### src/rtl/user_io_pkg.sv
// Shared types and default constants for the user output stretcher.
package user_io_pkg;

    typedef enum logic [1:0] {
        IDLE = 2'd0,
        HOLD = 2'd1,
        GAP  = 2'd2
    } state_e;

    localparam int unsigned DEF_HOLD_CYCLES = 4;
    localparam int unsigned DEF_GAP_CYCLES  = 2;
    localparam int unsigned DEF_PEND_W      = 2;

    // Larger of two unsigned values, used to size the shared timer.
    function automatic int unsigned max_u(input int unsigned a, input int unsigned b);
        return (a > b) ? a : b;
    endfunction

endpackage

### src/rtl/hold_timer.sv
// Loadable down-counter that saturates at zero; zero flag is registered.
module hold_timer #(
    parameter int unsigned W = 3
) (
    input  logic         clk,
    input  logic         rst,
    input  logic         load,
    input  logic [W-1:0] load_val,
    input  logic         en,
    output logic         zero
);

    logic [W-1:0] count_q, count_d;
    logic         zero_q, zero_d;

    // Load takes priority; counting stops at zero instead of wrapping.
    always_comb begin
        count_d = count_q;
        if (load) begin
            count_d = load_val;
        end else if (en && (count_q != '0)) begin
            count_d = count_q - W'(1);
        end
        zero_d = (count_d == '0);
    end

    // Counter and zero flag registers.
    always_ff @(posedge clk or posedge rst) begin
        if (rst) begin
            count_q <= '0;
            zero_q  <= 1'b1;
        end else begin
            count_q <= count_d;
            zero_q  <= zero_d;
        end
    end

    assign zero = zero_q;

endmodule

### src/rtl/user_output.sv
// Pulse stretcher for a human-visible output: each event becomes a fixed
// high window followed by a minimum low gap; extra events queue in a
// saturating pending counter.
module user_output
    import user_io_pkg::*;
#(
    parameter int unsigned HOLD_CYCLES = DEF_HOLD_CYCLES,
    parameter int unsigned GAP_CYCLES  = DEF_GAP_CYCLES,
    parameter int unsigned PEND_W      = DEF_PEND_W
) (
    input  logic clk,
    input  logic rst,
    input  logic pulse_in,
    output logic level_out,
    output logic busy,
    output logic overflow
);

    localparam int unsigned TMR_W    = $clog2(max_u(HOLD_CYCLES, GAP_CYCLES) + 1);
    localparam int unsigned PEND_MAX = (32'd1 << PEND_W) - 32'd1;
    localparam logic [TMR_W-1:0]  HOLD_LD  = TMR_W'(HOLD_CYCLES - 1);
    localparam logic [TMR_W-1:0]  GAP_LD   = TMR_W'(GAP_CYCLES - 1);
    localparam logic [PEND_W-1:0] PEND_TOP = PEND_W'(PEND_MAX);

    state_e              state_q, state_d;
    logic [PEND_W-1:0]   pending_q, pending_d;
    logic                level_q, level_d;
    logic                busy_q, busy_d;
    logic                overflow_q, overflow_d;

    logic                tmr_load;
    logic [TMR_W-1:0]    tmr_val;
    logic                tmr_en;
    logic                tmr_zero;
    logic                accept_cand;
    logic                accept;
    logic                consume_pend;
    logic                consume_direct;

    hold_timer #(
        .W (TMR_W)
    ) u_timer (
        .clk      (clk),
        .rst      (rst),
        .load     (tmr_load),
        .load_val (tmr_val),
        .en       (tmr_en),
        .zero     (tmr_zero)
    );

    // Next state, timer control, event queueing and overflow detection.
    always_comb begin
        state_d        = state_q;
        tmr_load       = 1'b0;
        tmr_val        = '0;
        consume_pend   = 1'b0;
        consume_direct = 1'b0;
        accept_cand    = 1'b0;

        case (state_q)
            IDLE: begin
                if (pulse_in) begin
                    state_d  = HOLD;
                    tmr_load = 1'b1;
                    tmr_val  = HOLD_LD;
                end
            end
            HOLD: begin
                accept_cand = pulse_in;
                if (tmr_zero) begin
                    state_d  = GAP;
                    tmr_load = 1'b1;
                    tmr_val  = GAP_LD;
                end
            end
            GAP: begin
                if (tmr_zero && ((pending_q != '0) || pulse_in)) begin
                    state_d  = HOLD;
                    tmr_load = 1'b1;
                    tmr_val  = HOLD_LD;
                    if (pending_q != '0) begin
                        consume_pend = 1'b1;
                    end else begin
                        consume_direct = 1'b1;
                    end
                end else if (tmr_zero) begin
                    state_d = IDLE;
                end
                accept_cand = pulse_in && !consume_direct;
            end
            default: begin
                state_d = IDLE;
            end
        endcase

        // A consume on the same cycle frees a slot, so a full queue still accepts.
        accept     = accept_cand && ((pending_q != PEND_TOP) || consume_pend);
        overflow_d = accept_cand && !accept;
        pending_d  = pending_q + PEND_W'(accept) - PEND_W'(consume_pend);

        level_d = (state_d == HOLD);
        busy_d  = (state_d != IDLE);
    end

    assign tmr_en = (state_q == HOLD) || (state_q == GAP);

    // State, queue and output registers.
    always_ff @(posedge clk or posedge rst) begin
        if (rst) begin
            state_q    <= IDLE;
            pending_q  <= '0;
            level_q    <= 1'b0;
            busy_q     <= 1'b0;
            overflow_q <= 1'b0;
        end else begin
            state_q    <= state_d;
            pending_q  <= pending_d;
            level_q    <= level_d;
            busy_q     <= busy_d;
            overflow_q <= overflow_d;
        end
    end

    assign level_out = level_q;
    assign busy      = busy_q;
    assign overflow  = overflow_q;

endmodule

### config.mk
export PLATFORM = sky130hd
export DESIGN_NAME = user_output
export DESIGN_NICKNAME = d
export VERILOG_FILES = /design/src/rtl/user_io_pkg.sv /design/src/rtl/hold_timer.sv /design/src/rtl/user_output.sv
export SDC_FILE = /design/constraint.sdc
export NUM_CORES = 1
export LEC_CHECK = 0
export CORE_UTILIZATION = 54
export CTS_BUF_LIST = sky130_fd_sc_hd__clkbuf_16
export CTS_CLUSTER_DIAMETER = 40
export DETAILED_ROUTE_END_ITERATION = 10
export PLACE_DENSITY = 0.75
export SLEW_MARGIN = 0
export SYNTH_ARGS = -nofsm -noshare
export SYNTH_HDL_FRONTEND = slang
export SYNTH_HIERARCHICAL = 1
export SYNTH_SLANG_ARGS = --single-unit
### constraint.sdc
create_clock -name clk -period 2.4 [get_ports clk]
set_input_delay 0.6 -clock clk [delete_from_list [all_inputs] [get_ports clk]]
set_output_delay 0.6 -clock clk [all_outputs]
set_load 0.03 [all_outputs]
==> flow_metrics.tcl, run 1 <==
set metrics [dict create \
    async_flop_share 1.00 \
    path_clk_slew_ns 0.04 \
    path_class "input pin to register" \
    finalPower_mw 1.40 \
    layout_min_cycle_time_ns 2.08 \
    die_y_um 38.6 \
    post_dp_cell_area_um2 798 \
    fin_area_um2 877 \
    drc_errors 0 \
    rows 12 \
    h-tree-depth 1 \
    die_area_um2 1490 \
    syn_inst 73 \
    rrSetupSlack_ns 0.39 \
    synth_compound_area_frac 0.230 \
    ioPinCount 6 \
    cts_sinks 11 \
    cap_violations 0 \
    yosysWarnings 6 \
    gp_congestion 0.767 \
    critPathCaptureType "register" \
    vias 540 \
    fin_setup_tns_ns 0 \
    muxShareOfSynthArea 0.0138 \
    dr.pass1.iters 4 \
    p_leak_nw 0.422 \
    ys_seq_area_frac 0.382 \
    grt_max_degree 9 \
    io_buffers 5 \
    grt_usage 0.227 \
    grt_pass1_wl_mm 2.28 \
    hold_violations 0 \
    status "complete, no violations" \
    antenna_found_initial 0 \
    cts_tree "built" \
    cts_buffers 3 \
    hp-start "pending_q[1]" \
    synth_fp_nets 84 \
    postCtsHoldBufs 0 \
    p_per_area_nw_per_um2 1600 \
    synth_edf_count 0 \
    ys_types 29 \
    core_area_um2 1170 \
    timing.final.crit_share 0.866 \
    crit_fanout 8 \
    ys.flop_type "dfrtp_1" \
    synth_common_cells "10 x dfrtp_1, 10 x inv_1, 8 x ha_1, 7 x nand2_1, 5 x a21oi_1" \
    synth_top_family_by_area "compound AO/OA/AOI/OAI gates" \
    area_growth_pct 21.3 \
    final_nets 95 \
    r2r_end "pending_q[1]" \
    rr_startpoint "state_q[0]" \
    rsz0062_at_grt "no" \
    startpoint "pulse_in" \
    synth_adder_area_share 0.138 \
    worst-r2r-cell-count 9 \
    yosys.area.top_type "dfrtp_1" \
    final_cells 97 \
    cp-start-kind "input pin" \
    wl_mm 1.31 \
    synthSimpleGateAreaFrac 0.154 \
    holdPathStages 1 \
    drive_gt1_frac 0.157 \
    num_antenna_cells 0 \
    hpwl_um 935 \
    crit_required_ns 2.55 \
    initial_utilization 0.618 \
    ir_drop_mv 1.07 \
    dp.cells 93 \
    post_cts_buffers 0 \
    first_iter_violations 19 \
    synth_xor_area_frac 0.0242 \
    worstPathArrival_ns 2.23 \
    overflow 0 \
    root_buffer "clkbuf_16" \
    ctsResizeCount 0 \
    via_per_inst 5.57 \
    ant_nets 0 \
    hold-path-endpoint "pending_q[1]" \
    synth-seq-cells 11 \
    min_path_type "register to register" \
    finalSetupViolCount 0 \
    cts.path.max_buffers 2 \
    max_freq_mhz 481 \
    clock_latency_ns 0.23 \
    slew_viol_final 0 \
    die_w_um 38.6 \
    synthTopCellsByArea "dfrtp_1 35%, ha_1 14%, inv_1 5.2%" \
    finalClockSkew_ns 0.00437 \
    synth_top_cell_area_share 0.346 \
    first_global_vias 528 \
    syn-cell-area_um2 723 \
    wire_per_inst_um 13.5 \
    avgSynthCellArea_um2 9.91 \
]
[sequential cells by signal, summed over array words and instances (netlist names)]
register and cells:
busy 1, u_timer/zero 1, pending_q 2, level_out 1, overflow 1, u_timer/count_q 3
state_q 2
[per-stage QoR]
stage,worst slack (ns),hold WS [ns],utilization
after floorplan,0.536,0.365,-
final,0.322,0.584,0.749
after detailed placement,0.0980,0.575,0.682
after global placement,0.0917,0.577,0.682
after global routing,0.243,0.624,0.749
after CTS,0.320,0.592,0.749
[cells by family after synthesis]
group / count (synthesis)
simple gates: 21
compound gates: 19
flops: 11
buf+inv: 10
fa+ha+maj: 8
xor+xnor: 2
other cells: 1
mux: 1
[layout by cell type (no fill, tap or decap), types with 3 or more instances in the layout]
cell | Yosys | routed
nand2b_1 | 3 | 3
clkdlybuf4s50_1 | 0 | 5
nand2_1 | 7 | 7
inv_1 | 10 | 11
ha_1 | 8 | 8
nor2_1 | 4 | 4
clkbuf_16 | 0 | 3
nand3_1 | 3 | 3
dfrtp_1 | 10 | 10
a21oi_1 | 5 | 5
[critical path, stage by stage]
cell             delay [ns]
clkdlybuf4s50_1        0.52
a22o_4                 0.30
o31ai_1                0.09
a21oi_1                0.11
buf_4                  0.17
a211o_2                0.30
nand3_1                0.09
nor3_1                 0.05
[how the worst max path moves through the flow]
stage	cells past startpoint	end
floorplan	9	pending_q[1]
global route	8	u_timer/zero
CTS	8	u_timer/zero
detailed placement	8	u_timer/zero
finish	8	u_timer/zero
global placement	8	u_timer/zero
[report_power, final]
| part | leakage [nW] | internal [mW] | switching [mW] |
|---|---|---|---|
| registers | 0.134 | 0.287 | 0.0817 |
| logic | 0.246 | 0.336 | 0.407 |
| clock network | 0.0423 | 0.218 | 0.0756 |
[layout make-up]
type                    instances  area [um^2]
inverters                      10         37.5
multi-input cells              52          409
clock inverters                 1         3.75
fillers                        92          294
clock buffers                   3         75.1
flip-flops and latches         11          277
well taps                      14         17.5
repair buffers                  6         57.6
[per-layer routing]
metal / routed length (um) / vias up / global-route usage
met5: 0 / - / 0
met4: 0 / 0 / 0.0259
met3: 43 / 0 / 0.0520
met2: 665 / 12 / 0.413
met1: 598 / 255 / 0.279
li1: - / 273 / -
Power figures use the tool's default switching activity.
==> run 2: changes to the inputs <==
--- a/config.mk
+++ b/config.mk
@@ -5,6 +5,7 @@
 export SDC_FILE = /design/constraint.sdc
 export NUM_CORES = 1
 export LEC_CHECK = 0
+export CORE_MARGIN = 10
 export CORE_UTILIZATION = 54
 export CTS_BUF_LIST = sky130_fd_sc_hd__clkbuf_16
 export CTS_CLUSTER_DIAMETER = 40
==> flow_metrics.tcl, run 2 (synthesized netlist as in run 1, its figures left out) <==
set metrics [dict create \
    die_y_um 56.6 \
    timing.final.crit_share 0.888 \
    cts.path.max_buffers 2 \
    clock_latency_ns 0.24 \
    rr_startpoint "state_q[0]" \
    hold_violations 0 \
    rows 13 \
    min_path_type "input pin to async pin" \
    cts_buffers 3 \
    cp.buffers_inverters 2 \
    crit_required_ns 2.55 \
    final_common_cell "inv_1" \
    slowest_stage "clkdlybuf4s50_1" \
    crit_fanout 8 \
    die_w_um 56.6 \
    worstPathArrival_ns 2.28 \
    via_per_inst 5.67 \
    path_clk_slew_ns 0.04 \
    max_freq_mhz 469 \
    antenna_found_initial 0 \
    p_leak_nw 0.422 \
    reg_top3 "u_timer/count_q x3, pending_q x2, state_q x2" \
    finalClockSkew_ns 0.00291 \
    first_iter_violations 18 \
    finalSetupViolCount 0 \
    layout.cells.most_common_list "11 x inv_1, 10 x dfrtp_1, 8 x ha_1, 7 x nand2_1" \
    drive_gt1_frac 0.157 \
    status "complete, no violations" \
    overflow 0 \
    grt_pass1_wl_mm 2.61 \
    num_antenna_cells 0 \
    path_delay_family "compound AO/OA/AOI/OAI gates" \
    drc_errors 0 \
    fin_setup_tns_ns 0 \
    grt_max_degree 9 \
    postCtsHoldBufs 0 \
    ant_nets 0 \
    h-tree-depth 1 \
    gp_congestion 0.835 \
    largest_reg_flops 3 \
    layout_min_cycle_time_ns 2.13 \
    p_per_area_nw_per_um2 1620 \
    grt_usage 0.0998 \
    slew_viol_final 0 \
    initial_utilization 0.563 \
    cts_tree "built" \
    wl_mm 1.46 \
    critPathCaptureType "register" \
    vias 556 \
    core_area_um2 1280 \
    first_global_vias 586 \
    rsz0062_at_grt "no" \
    dr.pass1.iters 4 \
    top_register "u_timer/count_q" \
    ir_drop_mv 1.13 \
    cts_sinks 11 \
    post_cts_buffers 0 \
    final_cells 98 \
    io_buffers 5 \
    wire_per_inst_um 14.8 \
    cp-start-kind "input pin" \
    final_nets 95 \
    path_class "input pin to register" \
    root_buffer "clkbuf_16" \
    startpoint "pulse_in" \
    hpwl_mm 1.01 \
    rrSetupSlack_ns 0.35 \
    area_growth_pct 21.5 \
    ctsResizeCount 0 \
    die_area_um2 3200 \
    slowest_delay_ns 0.52 \
    path_cells "clkdlybuf4s50_1 -> a22o_4 -> o31ai_1 -> a21oi_1 -> buf_4 -> a211o_2 -> nand3_1 -> nor3_1" \
    dp.cells 94 \
    cap_violations 0 \
    ioPinCount 6 \
]
## run 2: worst paths after layout
kind | end | cells after the start
setup / recovery | u_timer/zero | 8
setup reg to reg | pending_q[1] | 9
min in group clk | pending_q[1] | 1
max in group asynchronous | pending_q[1] | 2
hold / removal | u_timer/count_q[0] | 2
hold reg to reg | pending_q[1] | 1
## run 2: final cells by class
| class | count | area [um^2] |
|---|---|---|
| clock buffer | 3 | 75.1 |
| clock inverter | 1 | 3.75 |
| fill | 103 | 407 |
| inverter | 10 | 37.5 |
| multi-input combinational | 52 | 409 |
| sequential | 11 | 277 |
| tap | 15 | 18.8 |
| timing repair buffer | 6 | 57.6 |
## run 2: metal layers
| layer | vias to the layer above | GRT usage | routed length [um] |
|---|---|---|---|
| met5 | - | 0 | 0 |
| met1 | 264 | 0.103 | 562 |
| li1 | 272 | - | - |
| met3 | 2 | 0.0427 | 104 |
| met2 | 18 | 0.180 | 764 |
| met4 | 0 | 0.0206 | 24 |
## run 2: report_power, final
group / internal [mW] / switching [mW] / total [mW]
clock network: 0.218 / 0.0759 / 0.294
registers: 0.287 / 0.0881 / 0.375
logic: 0.337 / 0.420 / 0.757
## run 2: stage by stage
stage	setup slack (ns)	cell area (um^2)	util	power [mW]	hold WS (ns)
floorplan	0.536	723	-	0.928	0.365
global placement	0.0916	800	0.622	1.09	0.573
detailed placement	0.0764	800	0.622	1.11	0.577
CTS	0.277	878	0.684	1.43	0.571
global route	0.130	878	0.684	1.55	0.583
finish	0.268	878	0.684	1.43	0.567
==> run 3: changes to the inputs <==
--- a/config.mk
+++ b/config.mk
@@ -5,13 +5,14 @@
 export SDC_FILE = /design/constraint.sdc
 export NUM_CORES = 1
 export LEC_CHECK = 0
+export ABC_CLOCK_PERIOD_IN_PS = 2400
 export CORE_MARGIN = 10
 export CORE_UTILIZATION = 54
 export CTS_BUF_LIST = sky130_fd_sc_hd__clkbuf_16
 export CTS_CLUSTER_DIAMETER = 40
 export DETAILED_ROUTE_END_ITERATION = 10
 export PLACE_DENSITY = 0.75
-export SLEW_MARGIN = 0
+export REMOVE_ABC_BUFFERS = 1
 export SYNTH_ARGS = -nofsm -noshare
 export SYNTH_HDL_FRONTEND = slang
 export SYNTH_HIERARCHICAL = 1
==> results of run 3 <==
No change in the layout: final DEF, timing and power equal those of run 2.
